===== config.mk =====
export PLATFORM = sky130hd
export DESIGN_NAME = key_filter
export DESIGN_NICKNAME = d
export VERILOG_FILES = /design/src/rtl/key_pkg.sv /design/src/rtl/key_filter_one.sv /design/src/rtl/key_filter.sv
export SDC_FILE = /design/constraint.sdc
export NUM_CORES = 1
export LEC_CHECK = 0
export CELL_PAD_IN_SITES_DETAIL_PLACEMENT = 1
export CELL_PAD_IN_SITES_GLOBAL_PLACEMENT = 2
export CORE_ASPECT_RATIO = 0.8
export CORE_UTILIZATION = 40
export CTS_BUF_LIST = sky130_fd_sc_hd__clkbuf_8 sky130_fd_sc_hd__clkbuf_16
export DETAILED_ROUTE_END_ITERATION = 8
export PLACE_DENSITY_LB_ADDON = 0.1
export SYNTH_ARGS = -nofsm -noshare
export SYNTH_HDL_FRONTEND = slang
export SYNTH_HIERARCHICAL = 1
export SYNTH_SLANG_ARGS = --single-unit

===== constraint.sdc =====
create_clock -name sys_clk -period 3.1 [get_ports sys_clk]
set_clock_uncertainty 0.15 [all_clocks]
set_input_delay 0.62 -clock sys_clk [delete_from_list [all_inputs] [get_ports sys_clk]]
set_output_delay 0.62 -clock sys_clk [all_outputs]
set_load 0.05 [all_outputs]

===== src/rtl/key_pkg.sv =====
// Shared constants and FSM encoding for the push-button conditioning block.
// Latency: n/a (declarations only).
// Backpressure: n/a (declarations only).
package key_pkg;

  // Debounce FSM states
  typedef enum logic [1:0] {
    IDLE        = 2'd0,
    PRESS_CHK   = 2'd1,
    PRESSED     = 2'd2,
    RELEASE_CHK = 2'd3
  } key_fsm_e;

  // 20 ms window at 50 MHz, minus one
  localparam logic [19:0] DEF_CNT_MAX    = 20'd999_999;
  // 50 debounce periods = 1 s long press
  localparam logic [5:0]  DEF_LONG_TICKS = 6'd50;
  localparam int          KEY_NUM        = 4;

endpackage


===== src/rtl/key_filter_one.sv =====
// Single-key synchronizer + debounce FSM producing press pulse, level and long-press pulse.
// Latency: key_flag rises CNT_MAX+4 edges after the pin is first sampled low.
// Backpressure: none; pin is free-running and outputs are fire-and-forget pulses/levels.
module key_filter_one
  import key_pkg::*;
#(
  parameter logic [19:0] CNT_MAX    = DEF_CNT_MAX,
  parameter logic [5:0]  LONG_TICKS = DEF_LONG_TICKS
) (
  input  logic sys_clk,
  input  logic sys_rst_n,
  input  logic key_in,
  output logic key_flag,
  output logic key_state,
  output logic key_long
);

  logic        key_meta;
  logic        key_sync;
  key_fsm_e    state;
  key_fsm_e    state_nxt;
  logic [19:0] cnt;
  logic [19:0] cnt_nxt;
  logic [5:0]  tick;
  logic [5:0]  tick_nxt;
  logic        flag_nxt;
  logic        long_nxt;

  // Two-flop synchronizer; resets to the released (high) level
  always_ff @(posedge sys_clk or negedge sys_rst_n) begin
    if (!sys_rst_n) begin
      key_meta <= 1'b1;
      key_sync <= 1'b1;
    end else begin
      key_meta <= key_in;
      key_sync <= key_meta;
    end
  end

  // FSM, counters and registered outputs
  always_ff @(posedge sys_clk or negedge sys_rst_n) begin
    if (!sys_rst_n) begin
      state     <= IDLE;
      cnt       <= '0;
      tick      <= '0;
      key_flag  <= 1'b0;
      key_long  <= 1'b0;
      key_state <= 1'b0;
    end else begin
      state     <= state_nxt;
      cnt       <= cnt_nxt;
      tick      <= tick_nxt;
      key_flag  <= flag_nxt;
      key_long  <= long_nxt;
      key_state <= (state_nxt == PRESSED) || (state_nxt == RELEASE_CHK);
    end
  end

  // Next-state: qualify press/release over a full window, count long-press periods
  always_comb begin
    state_nxt = state;
    cnt_nxt   = cnt;
    tick_nxt  = tick;
    flag_nxt  = 1'b0;
    long_nxt  = 1'b0;
    case (state)
      IDLE: begin
        if (!key_sync) begin
          state_nxt = PRESS_CHK;
          cnt_nxt   = '0;
        end
      end
      PRESS_CHK: begin
        if (key_sync) begin
          state_nxt = IDLE;
          cnt_nxt   = '0;
        end else if (cnt == CNT_MAX) begin
          state_nxt = PRESSED;
          cnt_nxt   = '0;
          flag_nxt  = 1'b1;
        end else begin
          cnt_nxt = cnt + 20'd1;
        end
      end
      PRESSED: begin
        if (key_sync) begin
          state_nxt = RELEASE_CHK;
          cnt_nxt   = '0;
        end else if (cnt == CNT_MAX) begin
          cnt_nxt = '0;
          // Saturating tick makes the long pulse one-shot per press
          if (tick == LONG_TICKS - 6'd1) long_nxt = 1'b1;
          if (tick != LONG_TICKS)        tick_nxt = tick + 6'd1;
        end else begin
          cnt_nxt = cnt + 20'd1;
        end
      end
      RELEASE_CHK: begin
        if (!key_sync) begin
          // Release bounce: resume the press, keep accumulated ticks
          state_nxt = PRESSED;
          cnt_nxt   = '0;
        end else if (cnt == CNT_MAX) begin
          state_nxt = IDLE;
          cnt_nxt   = '0;
          tick_nxt  = '0;
        end else begin
          cnt_nxt = cnt + 20'd1;
        end
      end
      default: begin
        state_nxt = IDLE;
        cnt_nxt   = '0;
      end
    endcase
  end

endmodule


===== src/rtl/key_filter.sv =====
// Conditions four active-low board keys into debounced press/level/long-press signals.
// Latency: key_flag rises CNT_MAX+4 edges after a pin is first sampled low.
// Backpressure: none; keys are independent and outputs are unacknowledged pulses/levels.
module key_filter
  import key_pkg::*;
#(
  parameter logic [19:0] CNT_MAX    = DEF_CNT_MAX,
  parameter logic [5:0]  LONG_TICKS = DEF_LONG_TICKS
) (
  input  logic               sys_clk,
  input  logic               sys_rst_n,
  input  logic [KEY_NUM-1:0] key_in,
  output logic [KEY_NUM-1:0] key_flag,
  output logic [KEY_NUM-1:0] key_state,
  output logic [KEY_NUM-1:0] key_long
);

  // One independent filter per key, no priority between them
  for (genvar g = 0; g < KEY_NUM; g++) begin : g_key
    key_filter_one #(
      .CNT_MAX    (CNT_MAX),
      .LONG_TICKS (LONG_TICKS)
    ) u_key (
      .sys_clk   (sys_clk),
      .sys_rst_n (sys_rst_n),
      .key_in    (key_in[g]),
      .key_flag  (key_flag[g]),
      .key_state (key_state[g]),
      .key_long  (key_long[g])
    );
  end

endmodule


# Word level (Yosys, flattened, before mapping)
# Cells that the tools add are included.
[word_totals]
ff_bits = 132
out_inout_bits = 12
elab_cells = 216
[classes]
addsub = 8
n_eq_ne = 56
muxes = 100
reduce_logical = 20
[op_table]
columns = ["op", "n"]
rows = [
  ["$mux 20", 16],
  ["$pmux 20 s3", 4],
  ["$mux 6", 20],
  ["$add 20x1->20 const B", 4],
  ["$eq 20x20->1 const B", 4],
  ["$mux 2", 24],
  ["$pmux 6 s2", 4],
  ["$eq 2x2->1 const B", 16],
  ["$ne 2x1->1 const B", 16],
  ["$pmux 2 s4", 4],
  ["$mux 1", 28],
  ["$add 6x1->6 const B", 4],
  ["$eq 6x6->1 const B", 4],
  ["$ne 6x6->1 const B", 4],
  ["$reduce_and 6->1", 4],
  ["$ne 2x2->1 const B", 8],
  ["$eq 2x1->1 const B", 4],
  ["$logic_not 2->1", 4],
  ["$reduce_bool 2->1", 4],
  ["$reduce_or 2->1", 4],
  ["$logic_or 1x1->1", 4],
]

# Depth between registers and ports, before layout
# Gate-level depths: netlist (run 1).
[depth]
word_depth = 6
ltp_mapped = 8
depth_no_buf = 7

# Hierarchy
# Netlist (run 1), hierarchy kept.
[modules_own_cells]
columns = ["mod", "instances", "cells_per_inst", "area_per_inst_um2", "seq_area_each_um2"]
rows = [
  ["key_filter_one at g_key[0].u_key ...", 3, 208, 1910.6, 803.3],
  ["key_filter_one at g_key[3].u_key", 1, 208, 1929.4, 828.3],
]

# Worst setup path before layout (run 1)
# No wires, ideal clock.
[synth_timing]
kind = "register to register"
from = "register, netlist name g_key[0].u_key/key_state"
to = "register g_key[0].u_key.tick[4]"
arrival_ns = 2.221
path_slack_ns = 0.603
stages_incl_launch_ff = 7
n_path_buf = 1
path_cell_list = "dfrtp_1 > ha_1 > or3b_2 > a32oi_1 > nand3_2 > buf_6 > a221o_1"
[synth_lines]
columns = ["element", "line", "rtl"]
rows = [
  ["to (signal assigned)", "key_filter_one.sv:52", "tick <= tick_nxt;"],
  ["to (decl)", "key_filter_one.sv:24", "logic [5:0] tick;"],
]

==> results of run 1 <==
[final timing paths]
check / startpoint / slack (ps) / to
hold / removal: sys_rst_n / 10 / g_key[0].u_key/tick[4]$_DFFE_PN0P_
setup / recovery: g_key[0].u_key/key_state$_DFF_PN0_ / 450 / g_key[0].u_key/tick[2]$_DFFE_PN0P_
hold reg to reg: g_key[1].u_key/key_meta$_DFF_PN1_ / 200 / g_key[1].u_key/key_sync$_DFF_PN1_
min in group sys_clk: g_key[1].u_key/key_meta$_DFF_PN1_ / 200 / g_key[1].u_key/key_sync$_DFF_PN1_
setup reg to reg: g_key[0].u_key/key_state$_DFF_PN0_ / 450 / g_key[0].u_key/tick[2]$_DFFE_PN0P_
max in group asynchronous: sys_rst_n / 1990 / g_key[2].u_key/key_sync$_DFF_PN1_
[worst max-delay path: stages, from the launching register on]
cell and delay, ps:
dfrtp_1 450, ha_1 420, or3b_2 500, a32oi_1 210
nand3_2 250, nor4b_1 430, a211o_1 170
[per-layer routing]
layer,share of wire,routed length (microns),up-vias,global-route usage
li1,-,-,3125,-
met1,0.51,10000,3232,0.307
met2,0.47,9280,60,0.335
met3,0.019,378,14,0.0389
met4,0.0072,143,0,0.0531
met5,0,0,-,0
[cells in the final DEF (no fill, tap or decap), types with 11 or more instances in the layout]
cell               n
clkbuf_16         17
clkdlybuf4s50_1   16
nand3_1           47
nand2_1           79
a21oi_1           55
nor3_1            15
nand4_1           30
dfrtp_1          121
nor2_1            53
nor4_1            13
ha_1              36
inv_1             49
and3_1            11
and2_1            11
nand2b_1          12
o21ai_0           29
a31oi_1           43
[sequential cells by signal (all words and copies together) (netlist names)]
register,cells
g_key.u_key/tick,24
g_key.u_key/state,5
g_key.u_key/key_sync,4
g_key.u_key/key_flag,4
g_key.u_key/cnt,80
g_key.u_key/key_meta,4
g_key.u_key/key_state,4
g_key.u_key/key_long,4
[power groups by stage]
stage	clock, mW	combinational, mW	sequential [mW]
after CTS	1.98	0.721	1.81
final	1.92	0.715	1.81
after detailed placement	0	0.719	1.84
after global placement	0	0.680	1.83
after global routing	2.04	0.812	1.81
after floorplan	0	0.504	1.81
[logic make-up (layout without fill, tap and decap cells)]
| logic type | after synthesis | count (layout) | share of synthesized area |
|---|---|---|---|
| AO/OA/AOI/OAI | 208 | 208 | 0.175 |
| flip-flops | 129 | 129 | 0.423 |
| multiplexers | 17 | 17 | 0.0234 |
| adder cells (fa/ha/maj) | 36 | 36 | 0.0588 |
| buffers and inverters | 87 | 108 | 0.0482 |
| XOR/XNOR | 4 | 4 | 0.00457 |
| AND/OR/NAND/NOR | 351 | 351 | 0.268 |
[cell usage after synthesis, types with 7 or more instances]
library cell and instances:
dfstp_2 8, a41oi_1 9, nand3_1 47, a21oi_1 58, and3_1 11, ha_1 36, mux2i_1 10, buf_2 10
a221o_1 8, inv_1 49, nor3b_1 10, o31ai_1 7, nor2_1 53, a211oi_1 10, mux2_2 7, clkbuf_1 24
nor4_1 13, nor3_1 15, and4_1 8, or3_1 8, a21o_1 7, nand2_1 79, nand2b_1 12, dfrtp_1 121
nor2b_1 7, o21ai_0 29, and2_1 11, nand4_1 30, a31oi_1 43
[final cells by class]
class | count | share of cell area
Multi-Input combinational cell | 616 | 0.471
Clock buffer | 17 | 0.0493
Tap cell | 253 | 0.0367
Timing Repair Buffer | 27 | 0.0300
Clock inverter | 15 | 0.0162
Sequential cell | 129 | 0.375
Inverter | 49 | 0.0213
==> metrics.txt, run 1 <==
outcome finished, final reports clean; Max VDD drop 0.000207 V; vias in the first global route approximately 6,600; vias per inst 5.81; Final Hold Slack between 10 and 15 ps; multi-input logic area approximately 4100 sq um; synthesized instance count 832; CTS Sinks 129; CTS Buf Count 17; Setup crit end kind flop; post-synthesis register bit count 129; post-synth top area cell dfrtp_1; Setup Buffers After CTS 0; layout cells sized above 1 0.102; total power 4.45 mW; Worst-Margin Slew 701 ps; final-report setup violation count 0; Mapped Nets 874; PwrDens 515 nW/um^2; sw power ~1.4 mW; Initial DRT Pass Iterations 5; die height 126 microns; Hold-fix buffers, CTS 0; Final WS setup 449 ps; post-DP HPWL 13.8 mm; count of cell types in the netlist 60; drt drc 0; Die ar. 19,700 sq um; Hold Vio Cnt, Final 0; worst-path fanout max 15; Placer Congestion 0.813; Routed WL 19.8 mm; Synth Warn # 6; async set-reset flop share out of synthesis 1.00; first-pass GRT wire length approximately 34 mm; clock insertion delay at the later pin of the skew report 420 ps; fmax around 380 MHz; DRT iter0 DRCs about 380; Worst Path Required around 3300 ps; slew margin rel. 0.528; EDFF count, synth 0; CTS tree yes; Final nets 882; fin util 0.468; worst path arrival time between 2000 and 3000 ps; FF+latch area 3240 sq um; Crit Path Class reg2reg; Main synth FF type dfrtp_1; non-filler instance count after layout about 1,100; Final Slew Violations 0; Internal between 3 and 4 mW; Post-Route Setup TNS 0 ps; share of the yosys chip area belonging to registers 0.423; Synth-to-Final Area Change 12.6%; # IOs 18; maxcap violations 0; routed vias approximately 6,400; Synth Area per Inst 9.21 sq um; Port Buffer Count 17; CTS clk-pin slew, worst paths roughly 60 ps; H-tree depth 4; Core Region 18,400 sq um; Clock power frac 0.433; Starting Density 0.415; Yosys top cell area share 0.395; largest net degree at the start of global routing 58; Avg WL per Cell 17.9 microns; min Tclk post-route 2650 ps; ant diodes 0; post-layout instance area 8630 sq um; unrepaired setup endpoints after global routing no; cell area after placement 8060 sq um; initial antenna violation count 0; Seq pwr share 0.406; Root Buffer clkbuf_16; synthesized cell area 7660 sq um; Detail Route Antenna Nets 0; Die X 157 microns; top area cells in the synthesized netlist dfrtp_1, ha_1, nand2_1; Lkg Pwr 3.50 nW; Net Sw Frac 0.308; # rows 44; Clock Path Buffers 2; post-CTS resize count 0; Tot GR Track Use 0.215; Worst Hold Class in2async; Comb power frac 0.161; worst slack, placed 458 ps; startpoint class of the critical path flop; total gr overflow 0; fin crit share 0.855; fill cell count 2,110; DP Cell Count 1,074; r2r worst-path depth 6
No activity file was read; power rests on OpenSTA's default activity.
==> run 2: changes to the inputs <==
Settings changed: CTS_CLUSTER_DIAMETER set to 30, GPL_TIMING_DRIVEN set to 0, MAX_ROUTING_LAYER set to met4.
==> run 2 against run 1 <==
Against the previous run: largest power group unchanged; non-clock buffer count is 30 higher; wire length is 1.6% higher; combinational power is 4.9% higher; sequential cell count stayed put; highest routed layer unchanged; clock power is 6% higher; design area is 1.8% higher; critical path type unchanged; global-route usage is 1.2 points higher; core utilization is 0.84 points higher; setup slack worse by 9.6 ps; count of clock-buffer cells in the layout is 6 higher.
==> metrics.txt, run 2 (same netlist as run 1, synthesis figures left out) <==
# rows 44 (unchanged); most common cell after layout, fill and taps aside dfrtp_1; CTS tree yes; Starting Density 0.415 (unchanged); die height 126 microns (unchanged); sw power 1.31 mW (-4.5%); fin crit share 0.858 (+0.00309); Reg with most FFs g_key.u_key/cnt; Setup crit end kind flop; routed vias 6,589 (+2.5%); # IOs 18 (unchanged); startpoint class of the critical path flop; Worst Hold Class reg2reg; CTS clk-pin slew, worst paths 60 ps (about the same); layout cells sized above 1 0.0951 (-0.00686); cell count of the worst hold path 0; crit-path cells clkbuf_1 -> nand2_1 -> a21o_1 -> a21oi_1 -> clkbuf_1 -> nand3_1 -> a21oi_1; RR Startpoint g_key[1].u_key/key_sync$_DFF_PN1_; Setup Buffers After CTS 0 (unchanged); total power 4.58 mW (+2.9%); Post-Route Setup TNS 0 ps (unchanged); DRT iter0 DRCs 323 (-15%); Final Hold Slack 206 ps (+194 ps); PwrDens 521 nW/um^2 (+1.1%); Max VDD drop 0.000294 V (+42%); Internal 3.27 mW (+6.2%); CTS Sinks 129 (unchanged); CTS Buf Count 17 (unchanged); ant diodes 0 (unchanged); worst slack, placed 430 ps (-27.8 ps); vias in the first global route 6,800 (+3.2%); slew margin rel. 0.510 (-0.0178); Clock Path Buffers 2 (unchanged); Hold Vio Cnt, Final 0 (unchanged); clock insertion delay at the later pin of the skew report 420 ps (about the same); Final WS setup 440 ps (-9.56 ps); first-pass GRT wire length 34.5 mm (+1.4%); Die ar. 19,700 sq um (unchanged); post-DP HPWL 14.2 mm (+2.8%); Initial DRT Pass Iterations 5 (unchanged); Port Buffer Count 17 (unchanged); Crit Path Class reg2reg; post-CTS resize count 0 (unchanged); min Tclk post-route 2660 ps (+9.56 ps); Hold-fix buffers, CTS 1 (+1); max reg flops 80 (unchanged); outcome finished, final reports clean; initial antenna violation count 0 (unchanged); H-tree depth 4 (unchanged); fmax 376 MHz (-0.36%); Seq pwr share 0.394 (-0.012); maximum cell stage delay along the critical path 520 ps (+20 ps); final-report setup violation count 0 (unchanged); Net Sw Frac 0.286 (-0.0222); Die X 157 microns (unchanged); Core Region 18,400 sq um (unchanged); Worst Path Required 3290 ps (about the same); biggest regs g_key.u_key/cnt: 80 flops, g_key.u_key/tick: 24 flops, g_key.u_key/state: 5 flops; unrepaired setup endpoints after global routing no; most frequent cells in the layout dfrtp_1, nand2_1, a21oi_1, inv_1, nor2_1; slowest cell on the critical path clkbuf_1; largest net degree at the start of global routing 83 (+43%); worst path arrival time 2850 ps (about the same); Root Buffer clkbuf_16; Routed WL 20.2 mm (+1.6%); r2r endpoint g_key[1].u_key/cnt[9]$_DFFE_PN0P_; Placer Congestion 0.862 (+6.0%); post-layout instance area 8780 sq um (+1.8%); Final nets 912 (+3.4%); vias per inst 5.80 (-0.25%); Tot GR Track Use 0.227 (+0.0122); Lkg Pwr 3.61 nW (+3.3%); CP bufs+invs 2 (+2); Worst-Margin Slew 728 ps (+26.5 ps); maxcap violations 0 (unchanged); Synth-to-Final Area Change 14.6%; worst-path fanout max 10 (-5); drt drc 0 (unchanged); R2R setup slack 440 ps (about the same); Clock power frac 0.443 (+0.010); Comb power frac 0.164 (+0.003); r2r worst-path depth 7 (+1); Detail Route Antenna Nets 0 (unchanged); Final Slew Violations 0 (unchanged); hold_sp g_key[3].u_key/key_meta$_DFF_PN1_; cell area after placement 8180 sq um (+1.4%); total gr overflow 0 (unchanged); family with the most delay on the worst path buffers and inverters; Hold EP g_key[3].u_key/key_sync$_DFF_PN1_; Avg WL per Cell 17.7 microns (-1.1%)
run 2: cell types whose count changed in the layout (fill, tap and decap cells not counted), sizes merged:
| cell | change |
|---|---|
| clkbuf | +30 |
| inv | +4 |
| bufinv | +1 |
| clkinv | -7 |
| dlygate4sd3 | +1 |
| clkinvlp | -4 |
| buf | +5 |
run 2: cell type report:
type / instances / area (sq um)
Buffer: 38 / 185
Clock buffer: 23 / 508
Clock inverter: 9 / 88.8
Fill cell: 2139 / 9660
Inverter: 49 / 184
Multi-Input combinational cell: 616 / 4050
Sequential cell: 129 / 3240
Tap cell: 253 / 317
Timing Repair Buffer: 19 / 209
run 2: through the flow:
step,std cells,utilization
floorplan,832,-
global placement,1102,0.442
detailed placement,1103,0.443
CTS,1136,0.476
global route,1136,0.476
finish,1136,0.476
run 2: worst max path at each step:
stage                                                     to                                from  cells after the start
after floorplan           g_key[0].u_key/tick[4]$_DFFE_PN0P_  g_key[0].u_key/key_state$_DFF_PN0_                      6
after global placement    g_key[1].u_key/cnt[12]$_DFFE_PN0P_                           sys_rst_n                      1
after detailed placement   g_key[2].u_key/cnt[9]$_DFFE_PN0P_   g_key[2].u_key/key_sync$_DFF_PN1_                      7
after CTS                  g_key[1].u_key/cnt[9]$_DFFE_PN0P_   g_key[1].u_key/key_sync$_DFF_PN1_                      7
after global routing       g_key[1].u_key/cnt[5]$_DFFE_PN0P_   g_key[1].u_key/key_sync$_DFF_PN1_                      7
final                      g_key[1].u_key/cnt[9]$_DFFE_PN0P_   g_key[1].u_key/key_sync$_DFF_PN1_                      7
run 2: power by group through the flow:
stage	Sequential, mW	Clock [mW]	Combinational, mW
3_3_place_gp	1.82	0	0.709
6_report	1.80	2.03	0.750
2_1_floorplan	1.81	0	0.504
3_5_place_dp	1.83	0	0.751
5_1_grt	1.81	2.14	0.848
4_1_cts	1.80	2.08	0.758
run 2: layer usage:
layer / vias up / GRT usage / wire length, microns
met5: - / - / 0
met4: 0 / 0.0738 / 214
met3: 22 / 0.0337 / 505
met2: 83 / 0.351 / 9460
met1: 3324 / 0.305 / 9970
li1: 3160 / - / -
run 2: worst register-to-register path: stages, from the launching register on:
cell and delay [ps]:
dfstp_2 510, clkbuf_1 290, nand2_1 150, a21o_1 270, a21oi_1 340, clkbuf_1 520
nand3_1 150, a21oi_1 200
==> run 3: changes to the inputs <==
Settings changed: ABC_AREA set to 1, CORE_UTILIZATION 40 to 38.
==> run 3 against run 2 <==
Against the previous run: critical path depth decreased by 6; register-to-register slack improved by 640 ps; sequential power increased by 2%; wire length increased by 6.0%; area after synthesis is 12% higher; core utilization is 3.2 points lower; highest routed layer unchanged.
==> metrics.txt, run 3 <==
outcome finished, final reports clean; synthesized instance count 1,135 (+36%); crit path from g_key[2].u_key/key_state$_DFF_PN0_; Worst Path Required 2330 ps (-960 ps); drt drc 0 (unchanged); total gr overflow 0 (unchanged); most common cell after layout, fill and taps aside nand2_1; post-CTS resize count 0 (unchanged); Final Slew Violations 0 (unchanged); Port Buffer Count 17 (unchanged); Lkg Pwr 4.45 nW (+23%); count of cell types in the netlist 40 (-33%); crit-path cells clkdlybuf4s50_1; final-report setup violation count 0 (unchanged); CTS Buf Count 17 (unchanged); Clock Path Buffers 2 (unchanged); die height 136 microns (+8.5%); hold_sp g_key[0].u_key/key_meta$_DFF_PN1_; min Tclk post-route 2470 ps (-192 ps); post-DP HPWL 15.8 mm (+11%); maxcap violations 0 (unchanged); fin util 0.444 (-0.0322); vias in the first global route 7,356 (+8.2%); biggest regs g_key.u_key/cnt: 80 flops, g_key.u_key/tick: 24 flops, g_key.u_key/state: 5 flops; maximum cell stage delay along the critical path 850 ps (+330 ps); worst path arrival time 1700 ps (-1150 ps); Synth Warn # 6 (unchanged); CTS tree yes; PwrDens 464 nW/um^2 (-11%); Die ar. 23,200 sq um (+18%); share of the yosys chip area belonging to registers 0.377 (-0.0455); routed vias 7,294 (+11%); unrepaired setup endpoints after global routing no; max reg flops 80 (unchanged); Detail Route Antenna Nets 0 (unchanged); CP bufs+invs 1 (-1); Tot GR Track Use 0.205 (-0.0219); Final nets 1,215 (+33%); H-tree depth 4 (unchanged); top area cells in the synthesized netlist dfrtp_1, nand2_1, nor2_1; count leader, synth nand2_1; most frequent cells after synthesis nand2_1, nor2_1, inv_1; Hold-fix buffers, CTS 1 (unchanged); Reg with most FFs g_key.u_key/cnt; CTS clk-pin slew, worst paths 60 ps (about the same); Yosys top cell area share 0.353 (-0.0425); Max VDD drop 0.000367 V (+25%); # IOs 18 (unchanged); Setup crit end kind output port; ant diodes 0 (unchanged); Placer Congestion 0.783 (-9.1%); fill cell count 2,746 (+28%); Synth-to-Final Area Change 13.1%; Synth Area per Inst 7.56 sq um (-18%); family with the most delay on the worst path buffers and inverters; total power 4.50 mW (-1.6%); clock insertion delay at the later pin of the skew report 430 ps (about the same); Setup Buffers After CTS 0 (unchanged); async set-reset flop share out of synthesis 1.00 (unchanged); Worst-Margin Slew 583 ps (-145 ps); worst-path fanout max 5 (-5); Initial DRT Pass Iterations 5 (unchanged); CTS Sinks 129 (unchanged); RR Startpoint g_key[3].u_key/state[0]$_DFF_PN0_; # rows 48 (+9.1%); fmax 405 MHz (+7.8%); fin crit share 0.796 (-0.0621); slew margin rel. 0.611 (+0.101); post-synthesis register bit count 129 (unchanged); startpoint class of the critical path flop; Mapped Nets 1,177 (+35%); layout cells sized above 1 0.163 (+0.0676); DRT iter0 DRCs 256 (-21%); Hold Vio Cnt, Final 0 (unchanged); most frequent cells in the layout nand2_1, inv_1, nor2_1, dfrtp_1, nand3_1; initial antenna violation count 0 (unchanged); Core Region 21,900 sq um (+19%); Avg WL per Cell 14.4 microns (-19%); vias per inst 4.91 (-15%); largest net degree at the start of global routing 81 (-2.4%); post-synth top area cell dfrtp_1; Starting Density 0.393 (-0.0227); Main synth FF type dfrtp_1; Crit Path Class reg2out; first-pass GRT wire length 36.5 mm (+5.6%); Routed WL 21.4 mm (+6.0%); Root Buffer clkbuf_16; EDFF count, synth 0 (unchanged); slowest cell on the critical path clkdlybuf4s50_1; synthesized cell area 8580 sq um (+12%); Die X 170 microns (+8.5%); Post-Route Setup TNS 0 ps (unchanged); Worst Hold Class reg2reg
[run 3: area by class of cell]
class / count / area [sq um] / share of cell area
plain buffers: 14 / 83.8 / 0.00864
well taps: 300 / 375 / 0.0387
clock inverters: 13 / 86.3 / 0.00889
clock buffers: 19 / 453 / 0.0467
repair buffers: 19 / 209 / 0.0215
multi-input cells: 831 / 4640 / 0.478
inverters: 161 / 619 / 0.0638
flip-flops and latches: 129 / 3240 / 0.334
[run 3: final timing paths]
kind | to | slack [ps] | depth (start not counted)
worst max register to register | g_key[3].u_key/tick[3]$_DFFE_PN0P_ | 1080 | 11
worst max-delay path | key_state[2] | 630 | 1
worst min register to register | g_key[0].u_key/key_sync$_DFF_PN1_ | 210 | 0
min in group asynchronous | g_key[2].u_key/tick[3]$_DFFE_PN0P_ | 580 | 2
worst min-delay path | g_key[0].u_key/key_sync$_DFF_PN1_ | 210 | 0
max in group asynchronous | g_key[1].u_key/key_sync$_DFF_PN1_ | 1410 | 3
[run 3: power by group]
group	leakage, nW	switching [mW]	internal (mW)
combinational	2.40	0.578	0.224
sequential	1.76	0.0892	1.75
clock	0.287	0.741	1.12
total	4.45	1.41	3.10
[run 3: routing by layer]
metal | global-route usage | vias to the layer above | share of wire | wire (microns)
met5 | - | - | 0 | 0
met4 | 0.0596 | 0 | 0.0050 | 106
met3 | 0.0352 | 6 | 0.015 | 330
met2 | 0.303 | 38 | 0.44 | 9310
met1 | 0.287 | 3500 | 0.54 | 11600
li1 | - | 3750 | - | -
[run 3: cell families after synthesis]
kind of cell,Yosys count,synth area share
adder cells (fa/ha/maj),36,0.0525
AND/OR/NAND/NOR,633,0.375
buffers and inverters,175,0.0819
flip-flops,129,0.377
AO/OA/AOI/OAI,140,0.0911
XOR/XNOR,22,0.0224
[run 3: per-stage QoR]
step                setup slack [ps]  area [sq um]  std cells  hold slack (ps)
detailed placement              1080          9160       1453              199
global route                     575          9710       1486              212
finish                           632          9710       1486              209
CTS                              582          9710       1486              209
global placement               -4440          9130       1452              195
floorplan                       1060          8580       1135              174
